<file path="src/rtl/alu_serial_ctrl.sv">
// alu_serial_ctrl: bit-serial sequencer around a 1-bit ALU slice.
// Latches two WIDTH-bit operands, an op code and a carry-in. It then feeds
// the slice one bit per clock, LSB first, and collects the result in a
// right-shifting register. The start/busy/done handshake lets a higher-level
// FSM share one slice.
// Optional feature: define ZERO_FLAG_EN to add a registered `zero` flag.
module alu_serial_ctrl #(
  parameter int WIDTH = 8,
  parameter int CNT_W = 4
) (
  input  logic             clk,
  input  logic             reset,
  input  logic             start,
  input  logic [1:0]       op,
  input  logic [WIDTH-1:0] a,
  input  logic [WIDTH-1:0] b,
  input  logic             cin,
  output logic [WIDTH-1:0] result,
  output logic             cout,
  output logic             busy,
`ifdef ZERO_FLAG_EN
  output logic             zero,
`endif
  output logic             done
);

  localparam logic [1:0] S_IDLE = 2'd0;
  localparam logic [1:0] S_RUN  = 2'd1;
  localparam logic [1:0] S_DONE = 2'd2;

  localparam logic [1:0] OP_PASS = 2'b00;
  localparam logic [1:0] OP_ADD  = 2'b01;
  localparam logic [1:0] OP_AND  = 2'b10;
  localparam logic [1:0] OP_NOT  = 2'b11;

  localparam logic [CNT_W-1:0] LAST_BIT = CNT_W'(WIDTH - 1);

  logic [1:0]       state_q, state_d;
  logic [CNT_W-1:0] cnt_q, cnt_d;
  logic [WIDTH-1:0] a_sh_q, a_sh_d;
  logic [WIDTH-1:0] b_sh_q, b_sh_d;
  logic [1:0]       op_q, op_d;
  logic             carry_q, carry_d;
  logic [WIDTH-1:0] result_q, result_d;
  logic             cout_q, cout_d;
`ifdef ZERO_FLAG_EN
  logic             zero_q, zero_d;
`endif

  logic slice_out, slice_cout;

  // 1-bit ALU slice: the op code selects the function; carry is produced only by ADD
  always_comb begin
    slice_out  = 1'b0;
    slice_cout = 1'b0;
    case (op_q)
      OP_PASS: slice_out = a_sh_q[0];
      OP_ADD: begin
        slice_out  = a_sh_q[0] ^ b_sh_q[0] ^ carry_q;
        slice_cout = (a_sh_q[0] & b_sh_q[0]) | (a_sh_q[0] & carry_q) |
                     (b_sh_q[0] & carry_q);
      end
      OP_AND:  slice_out = a_sh_q[0] & b_sh_q[0];
      OP_NOT:  slice_out = ~a_sh_q[0];
      default: slice_out = 1'b0;
    endcase
  end

  // Sequencer next-state: accept in IDLE/DONE, shift one bit per clock in RUN
  always_comb begin
    state_d  = state_q;
    cnt_d    = cnt_q;
    a_sh_d   = a_sh_q;
    b_sh_d   = b_sh_q;
    op_d     = op_q;
    carry_d  = carry_q;
    result_d = result_q;
    cout_d   = cout_q;
`ifdef ZERO_FLAG_EN
    zero_d   = zero_q;
`endif
    case (state_q)
      S_IDLE, S_DONE: begin
        if (start) begin
          a_sh_d  = a;
          b_sh_d  = b;
          op_d    = op;
          carry_d = cin;
          cnt_d   = '0;
          state_d = S_RUN;
        end else begin
          state_d = S_IDLE;
        end
      end
      S_RUN: begin
        result_d = {slice_out, result_q[WIDTH-1:1]};
        a_sh_d   = {1'b0, a_sh_q[WIDTH-1:1]};
        b_sh_d   = {1'b0, b_sh_q[WIDTH-1:1]};
        carry_d  = slice_cout;
        cnt_d    = cnt_q + CNT_W'(1);
        if (cnt_q == LAST_BIT) begin
          state_d = S_DONE;
          // The final carry is visible only for ADD; other ops report 0
          cout_d  = (op_q == OP_ADD) ? slice_cout : 1'b0;
`ifdef ZERO_FLAG_EN
          zero_d  = (result_d == '0);
`endif
        end
      end
      default: state_d = S_IDLE;
    endcase
  end

  // State registers; async reset aborts any in-flight operation
  always_ff @(posedge clk or posedge reset) begin
    if (reset) begin
      state_q  <= S_IDLE;
      cnt_q    <= '0;
      a_sh_q   <= '0;
      b_sh_q   <= '0;
      op_q     <= OP_PASS;
      carry_q  <= 1'b0;
      result_q <= '0;
      cout_q   <= 1'b0;
`ifdef ZERO_FLAG_EN
      zero_q   <= 1'b0;
`endif
    end else begin
      state_q  <= state_d;
      cnt_q    <= cnt_d;
      a_sh_q   <= a_sh_d;
      b_sh_q   <= b_sh_d;
      op_q     <= op_d;
      carry_q  <= carry_d;
      result_q <= result_d;
      cout_q   <= cout_d;
`ifdef ZERO_FLAG_EN
      zero_q   <= zero_d;
`endif
    end
  end

  assign result = result_q;
  assign cout   = cout_q;
  assign busy   = (state_q == S_RUN);
  assign done   = (state_q == S_DONE);
`ifdef ZERO_FLAG_EN
  assign zero   = zero_q;
`endif

endmodule

</file>
<file path="config.mk">
export PLATFORM = sky130hd
export DESIGN_NAME = alu_serial_ctrl
export DESIGN_NICKNAME = d
export VERILOG_FILES = /design/src/rtl/alu_serial_ctrl.sv
export SDC_FILE = /design/constraint.sdc
export NUM_CORES = 1
export LEC_CHECK = 0
export CORE_UTILIZATION = 51
export DETAILED_ROUTE_END_ITERATION = 7
export GPL_TIMING_DRIVEN = 0
export PLACE_DENSITY = 0.81
export SKIP_CTS_REPAIR_TIMING = 1
export SYNTH_ARGS = -nofsm -noshare
export SYNTH_HDL_FRONTEND = slang
export SYNTH_SLANG_ARGS = --single-unit
export TNS_END_PERCENT = 1
</file>
<file path="constraint.sdc">
create_clock -name clk -period 2.9 [get_ports clk]
set_clock_uncertainty 0.1 [all_clocks]
set_input_delay 0.58 -clock clk [delete_from_list [all_inputs] [get_ports clk]]
set_output_delay 0.58 -clock clk [all_outputs]
set_load 0.05 [all_outputs]
</file>
Yosys cells after proc, flatten, opt, wreduce, memory -nomap -nowiden:

Index checks and enable logic that the tools add are counted.
W data, S select, Z words.

* bits in registers: 34
* input bits: 22
* output and inout bits: 11
* logic and storage cells: 46

* add/sub/neg operators: 1
* equality and inequality tests: 8
* multiplexer cells: 14
* bitwise logic cells: 8
* reductions and logical operators: 7

Operators by type and width (number)
* $pmux W8 S2: 2
* $mux W8: 2
* $pmux W4 S2: 1
* $eq A2 B2 Y1 const B: 3
* $reduce_and A2 Y1: 3
* $add A4 B1 Y4 const B: 1
* $eq A2 B1 Y1 const B: 2
* $eq A4 B3 Y1 const B: 1
* $logic_not A2 Y1: 2
* $mux W1: 4
* $mux W4: 1
* $pmux W1 S4: 1
* $pmux W2 S2: 1
* $and A1 B1 Y1: 3
* $mux W2: 1
* $ne A2 B1 Y1 const B: 1
* $ne A2 B2 Y1 const B: 1
* $or A1 B1 Y1: 2
* $pmux W1 S2: 1
* $reduce_bool A2 Y1: 1
* $reduce_or A2 Y1: 1
* $xor A1 B1 Y1: 2
* $not A1 Y1: 1

Longest topological paths before layout:

Gate-level depths: netlist of the first run.

* word-level depth: 5
* gate-level depth with buffers: 5
* mapped depth without buffers: 4

Worst setup path after synthesis of the first run:

No wires, ideal clock.

* path kind: register to output
* start: reg state_q[0]
* end: out done
* arrival time: 1096 ps
* setup slack: 1124 ps
* stages on the path, launching flop included: 2
* buffers on the path: 0
* path through: dfrtp_1 -> nor2b_1

* longest elaborated chain between the ends: 1

Ends and longest elaborated chain
* start: declaration: line 38 `logic [1:0] state_q, state_d;`
* start signal: assignment: line 129 `state_q <= state_d;`
* $eq A2 B2 Y1: line 146 `assign done = (state_q == S_DONE);`
* end: declaration: line 24 `output logic done`

Every way passes these cells.

Worst setup path in the final report of the first run:

* start: reg state_q[1]
* end: out busy

* longest elaborated chain between the ends: 1

Ends and longest elaborated chain
* $eq A2 B1 Y1: line 145 `assign busy = (state_q == S_RUN);`
* end: declaration: line 20 `output logic busy,`

Every way passes these cells.

==> results.yml, run 1 <==
status:
  status: "finished, final reports clean"
clocking:
  clk_pin_slew_ns: 0.10
  cts_num_sinks: 34
  clk-insertion-delay-late_ns: 0.34
  cts_made_buffers: 5
  htreeDepth: 2
  clockBufferDepth: 2
  cts_tree: "done"
  cts_root_buffer: "clkbuf_4"
drt:
  ant_nets: 0
  vias: 1125
  viasPerCell: 5.63
  drc: 0
  dr.pass1.iters: 4
  drtIter0Drc: 46
  wire_per_inst_um: 14.3
  routed_wl_mm: 2.85
power_and_ir_drop:
  pwr-share-seq: 0.379
  combinationalPowerShare: 0.476
  pwr_density_cell_nw_per_um2: 1140
  vdd_drop_max_uv: 1070
  intPower_uw: 1300
  p_sw_uw: 932
  p_leak_uw: 0.000891
  p_clk_frac: 0.145
  switching_share: 0.418
die:
  ios: 33
  std_cell_rows: 19
  initial_utilization: 0.540
  chipHeight_um: 56.0
  dieArea_um2: 3140
  die_width_um: 56.0
  core_um2: 2760
setup_path:
  r2r_end: "carry_q"
  worstSetupStartpointType: "flip-flop"
  cp_data_required_time_ns: 2.22
  worstPathMaxFanout: 10
  r2r_setup_slack_ns: 1.35
  crit_type: "reg2out"
  rr_worst_depth: 3
  worstReg2RegStart: "a_sh_q[0]"
  crit_path_end_kind: "output port"
  arrival_ns: 2.10
grt:
  antenna_found_initial: 0
  overflow: 0
  grt_pass1_vias: 1042
  grtUsageTotal: 0.201
  grt_pass1_wl_mm: 4.75
  grt_max_degree: 35
sta:
  setup_viol: 0
  grt_setup_unrepaired: "no"
  maxSlewHeadroom: 0.670
  hold_viol: 0
  fmax_ghz: 0.360
  period_minus_slack_ns: 2.78
  tightest_slew_ns: 0.493
  setup_tns_ns: 0
  final_max_slew_viol_count: 0
  worst_slack_ns: 0.119
  fin_crit_sh: 0.959
placed_design:
  routabilityCongestion: 0.777
  place_ws_ns: 0.502
  io_buffers: 32
  dp_hpwl_mm: 2.01
yosys:
  syn-num-nets: 153
  synth_cells: 128
  synthTopCellsByArea: "dfrtp_1, mux2_1, a22oi_1"
  synth.cell_area_um2: 1490
  seq_area_frac_synth: 0.571
  synth_top_area_frac: 0.571
  synth_top_cell_by_area: "dfrtp_1"
  ys_ff_latch: 34
  avgSynthCellArea_um2: 11.6
  synth_cell_type_count: 28
  synth_warnings: 0
final_layout:
  layout-drive-gt1-share: 0.107
  fin_nets: 193
  final_cell_mix: "dfrtp_1, clkdlybuf4s50_1, nand2_1"
  layout_commonest_cell: "dfrtp_1"
  multi_input_area_um2: 578
  area_growth_pct: 30.8
  fillers: 223
  antenna_cells: 0
  register_area_um2: 851
run:
  drv_cap: 0
min_path:
  hold_class: "in2async"
## cell families after synthesis
logic type / after synthesis / share of synthesized area
AOI/OAI and AO/OA: 24 / 0.124
adders and majority gates: 3 / 0.0302
buffers and inverters: 10 / 0.0403
DFF: 34 / 0.571
muxes: 11 / 0.0824
and+or+nand+nor: 46 / 0.151
## power by group through the flow
stage               Sequential (µW)  Combinational (µW)  Clock, µW
floorplan                      1040                 553          0
CTS                             847                1060        327
global placement                841                1030          0
global route                    881                1140        352
detailed placement              855                1060          0
finish                          845                1060        322
## worst max path at each step
stage / from / endpoint / slack (ns) / depth (start not counted)
finish: state_q[1] / busy / 0.12 / 4
global route: state_q[1] / busy / 0.05 / 4
CTS: state_q[1] / busy / 0.11 / 4
detailed placement: state_q[1] / busy / 0.50 / 4
global placement: state_q[1] / busy / 0.50 / 4
floorplan: state_q[0] / done / 1.12 / 1
## flip-flops by register name (all words and copies together), names as in the netlist
name     flops
result       8
a_sh_q       8
op_q         2
b_sh_q       8
cout         1
carry_q      1
state_q      2
cnt_q        4
## final cells by class
type / count / share of cell area
sequential: 34 / 0.437
tap: 31 / 0.0199
timing repair buffer: 33 / 0.175
buffer: 8 / 0.0257
inverter: 2 / 0.00514
clock buffer: 8 / 0.0405
multi-input combinational: 84 / 0.297
## metrics by stage
step                       util  power (µW)  instances  area [µm²]  hold slack (ns)
after floorplan               -        1590        128        1490            0.343
after global placement    0.670        1870        191        1850            0.366
after detailed placement  0.670        1920        191        1850            0.377
after CTS                 0.699        2240        199        1930            0.396
after global routing      0.706        2370        200        1950            0.354
final                     0.706        2230        200        1950            0.349
## critical path, cell delays in order (launching register included)
cell             delay (ns)
dfrtp_1                0.38
nand2b_2               0.23
inv_4                  0.14
buf_4                  0.19
clkdlybuf4s50_1        0.82
## metal layers
metal  track usage  part of all wire
met2         0.313              0.47
met4        0.0627             0.016
met3        0.0791             0.064
met1         0.260              0.45
met5             0                 0
## cell usage after synthesis
cell type	n
a221o_1	1
a22o_1	4
a22oi_1	14
a31oi_1	1
and3_1	1
and3b_1	1
buf_2	4
buf_4	2
buf_6	1
clkbuf_1	1
dfrtp_1	34
fa_1	1
ha_1	2
inv_1	1
inv_4	1
mux2_1	10
mux2i_1	1
nand2_1	17
nand2b_1	2
nand2b_2	1
nand3_1	16
nand3b_1	2
nor2_1	3
nor2b_1	3
o211ai_1	1
o21ai_1	1
o221ai_1	1
o31ai_1	1
No activity file was read; power rests on OpenSTA's default activity.
==> inputs of run 2 (changes only) <==
--- a/config.mk
+++ b/config.mk
@@ -5,6 +5,7 @@
 export SDC_FILE = /design/constraint.sdc
 export NUM_CORES = 1
 export LEC_CHECK = 0
+export CORE_MARGIN = 2
 export CORE_UTILIZATION = 51
 export DETAILED_ROUTE_END_ITERATION = 7
 export GPL_TIMING_DRIVEN = 0
==> results.yml, run 2 (synthesis gave the netlist of run 1 again) <==
status:
  status: "finished, final reports clean"
die:
  chipHeight_um: 58.0
  die_width_um: 58.0
  initial_utilization: 0.540
  core_um2: 2760
  dieArea_um2: 3370
  ios: 33
  std_cell_rows: 19
setup_path:
  crit_path_end_kind: "output port"
  worst-path-buf-inv: 3
  worstSetupStartpointType: "flip-flop"
  slowest_delay_ns: 0.81
  arrival_ns: 2.11
  crit_chain: "nand2b_2 > inv_4 > buf_4 > clkdlybuf4s50_1"
  slowest_stage: "clkdlybuf4s50_1"
  critPathTopFamily: "buffers and inverters"
  crit_type: "reg2out"
  worstPathMaxFanout: 10
  cp_data_required_time_ns: 2.22
clocking:
  cts_root_buffer: "clkbuf_4"
  clk_pin_slew_ns: 0.10
  htreeDepth: 2
  cts_num_sinks: 34
  clockBufferDepth: 2
  cts_made_buffers: 5
  clk-insertion-delay-late_ns: 0.34
  cts_tree: "done"
run:
  drv_cap: 0
drt:
  ant_nets: 0
  vias: 1127
  routed_wl_mm: 2.85
  drc: 0
  viasPerCell: 5.66
  drtIter0Drc: 47
  wire_per_inst_um: 14.3
  dr.pass1.iters: 4
final_layout:
  final_cell_mix: "dfrtp_1, clkdlybuf4s50_1, nand2_1"
  layout_commonest_cell: "dfrtp_1"
  antenna_cells: 0
  fin_nets: 192
  area_growth_pct: 29.4
  layout-drive-gt1-share: 0.107
  fin_area_um2: 1930
grt:
  grt_pass1_vias: 1069
  grt_pass1_wl_mm: 4.72
  grt_max_degree: 35
  grtUsageTotal: 0.193
  overflow: 0
  antenna_found_initial: 0
power_and_ir_drop:
  p_sw_uw: 928
  vdd_drop_max_uv: 852
  combinationalPowerShare: 0.473
  p_clk_frac: 0.146
  p_leak_uw: 0.000884
  fin_total_pwr_uw: 2220
  intPower_uw: 1290
  pwr_density_cell_nw_per_um2: 1150
  switching_share: 0.418
  pwr-share-seq: 0.381
sta:
  setup_viol: 0
  fmax_ghz: 0.358
  setup_tns_ns: 0
  fin_crit_sh: 0.962
  hold_viol: 0
  grt_setup_unrepaired: "no"
  maxSlewHeadroom: 0.548
  tightest_slew_ns: 0.678
  period_minus_slack_ns: 2.79
  final_max_slew_viol_count: 0
placed_design:
  io_buffers: 32
  dp_hpwl_mm: 2.01
  dpl_cell_area_um2: 1850
  routabilityCongestion: 0.753
min_path:
  hold_class: "reg2reg"
## run 2: cell count changes in the layout (fill, tap and decap cells not counted)
cell	previous run	this run
inv_2	0	1
clkinv_1	1	0
buf_12	1	0
## run 2: cell type report
cell class | instances | area (µm²)
Fill cell | 225 | 831
Buffer | 8 | 50.0
Sequential cell | 34 | 851
Timing Repair Buffer | 32 | 320
Clock buffer | 8 | 78.8
Inverter | 2 | 10.0
Multi-Input combinational cell | 84 | 578
Tap cell | 31 | 38.8
## run 2: path summary, 6_finish.rpt
kind	to	depth (start not counted)	slack [ns]	from
max reg2reg	cout	3	1.34	a_sh_q[0]
min in group asynchronous	b_sh_q[2]	2	0.55	reset
min	result[0]	1	0.39	result[0]
max	busy	4	0.11	state_q[1]
min reg2reg	result[0]	1	0.39	result[0]
max in group asynchronous	result[0]	2	1.71	reset
## run 2: per-layer routing
metal	wire [µm]	vias to the layer above	track usage
li1	-	539	-
met4	69	0	0.0897
met1	1220	546	0.223
met3	181	6	0.0692
met5	0	-	0
met2	1380	36	0.321
## run 2: power by group through the flow
| stage | clock, µW | sequential [µW] | combinational [µW] |
|---|---|---|---|
| finish | 324 | 845 | 1050 |
| global route | 350 | 877 | 1140 |
| CTS | 330 | 848 | 1060 |
| detailed placement | 0 | 855 | 1060 |
| global placement | 0 | 841 | 1030 |
| floorplan | 0 | 1040 | 553 |
## run 2: metrics by stage
| step | worst slack, ns | cells | hold WS [ns] | utilization |
|---|---|---|---|---|
| after floorplan | 1.12 | 128 | 0.343 | - |
| after global placement | 0.501 | 191 | 0.366 | 0.670 |
| after detailed placement | 0.494 | 191 | 0.374 | 0.670 |
| after CTS | 0.0988 | 199 | 0.396 | 0.699 |
| after global routing | 0.0376 | 199 | 0.403 | 0.699 |
| final | 0.111 | 199 | 0.389 | 0.699 |
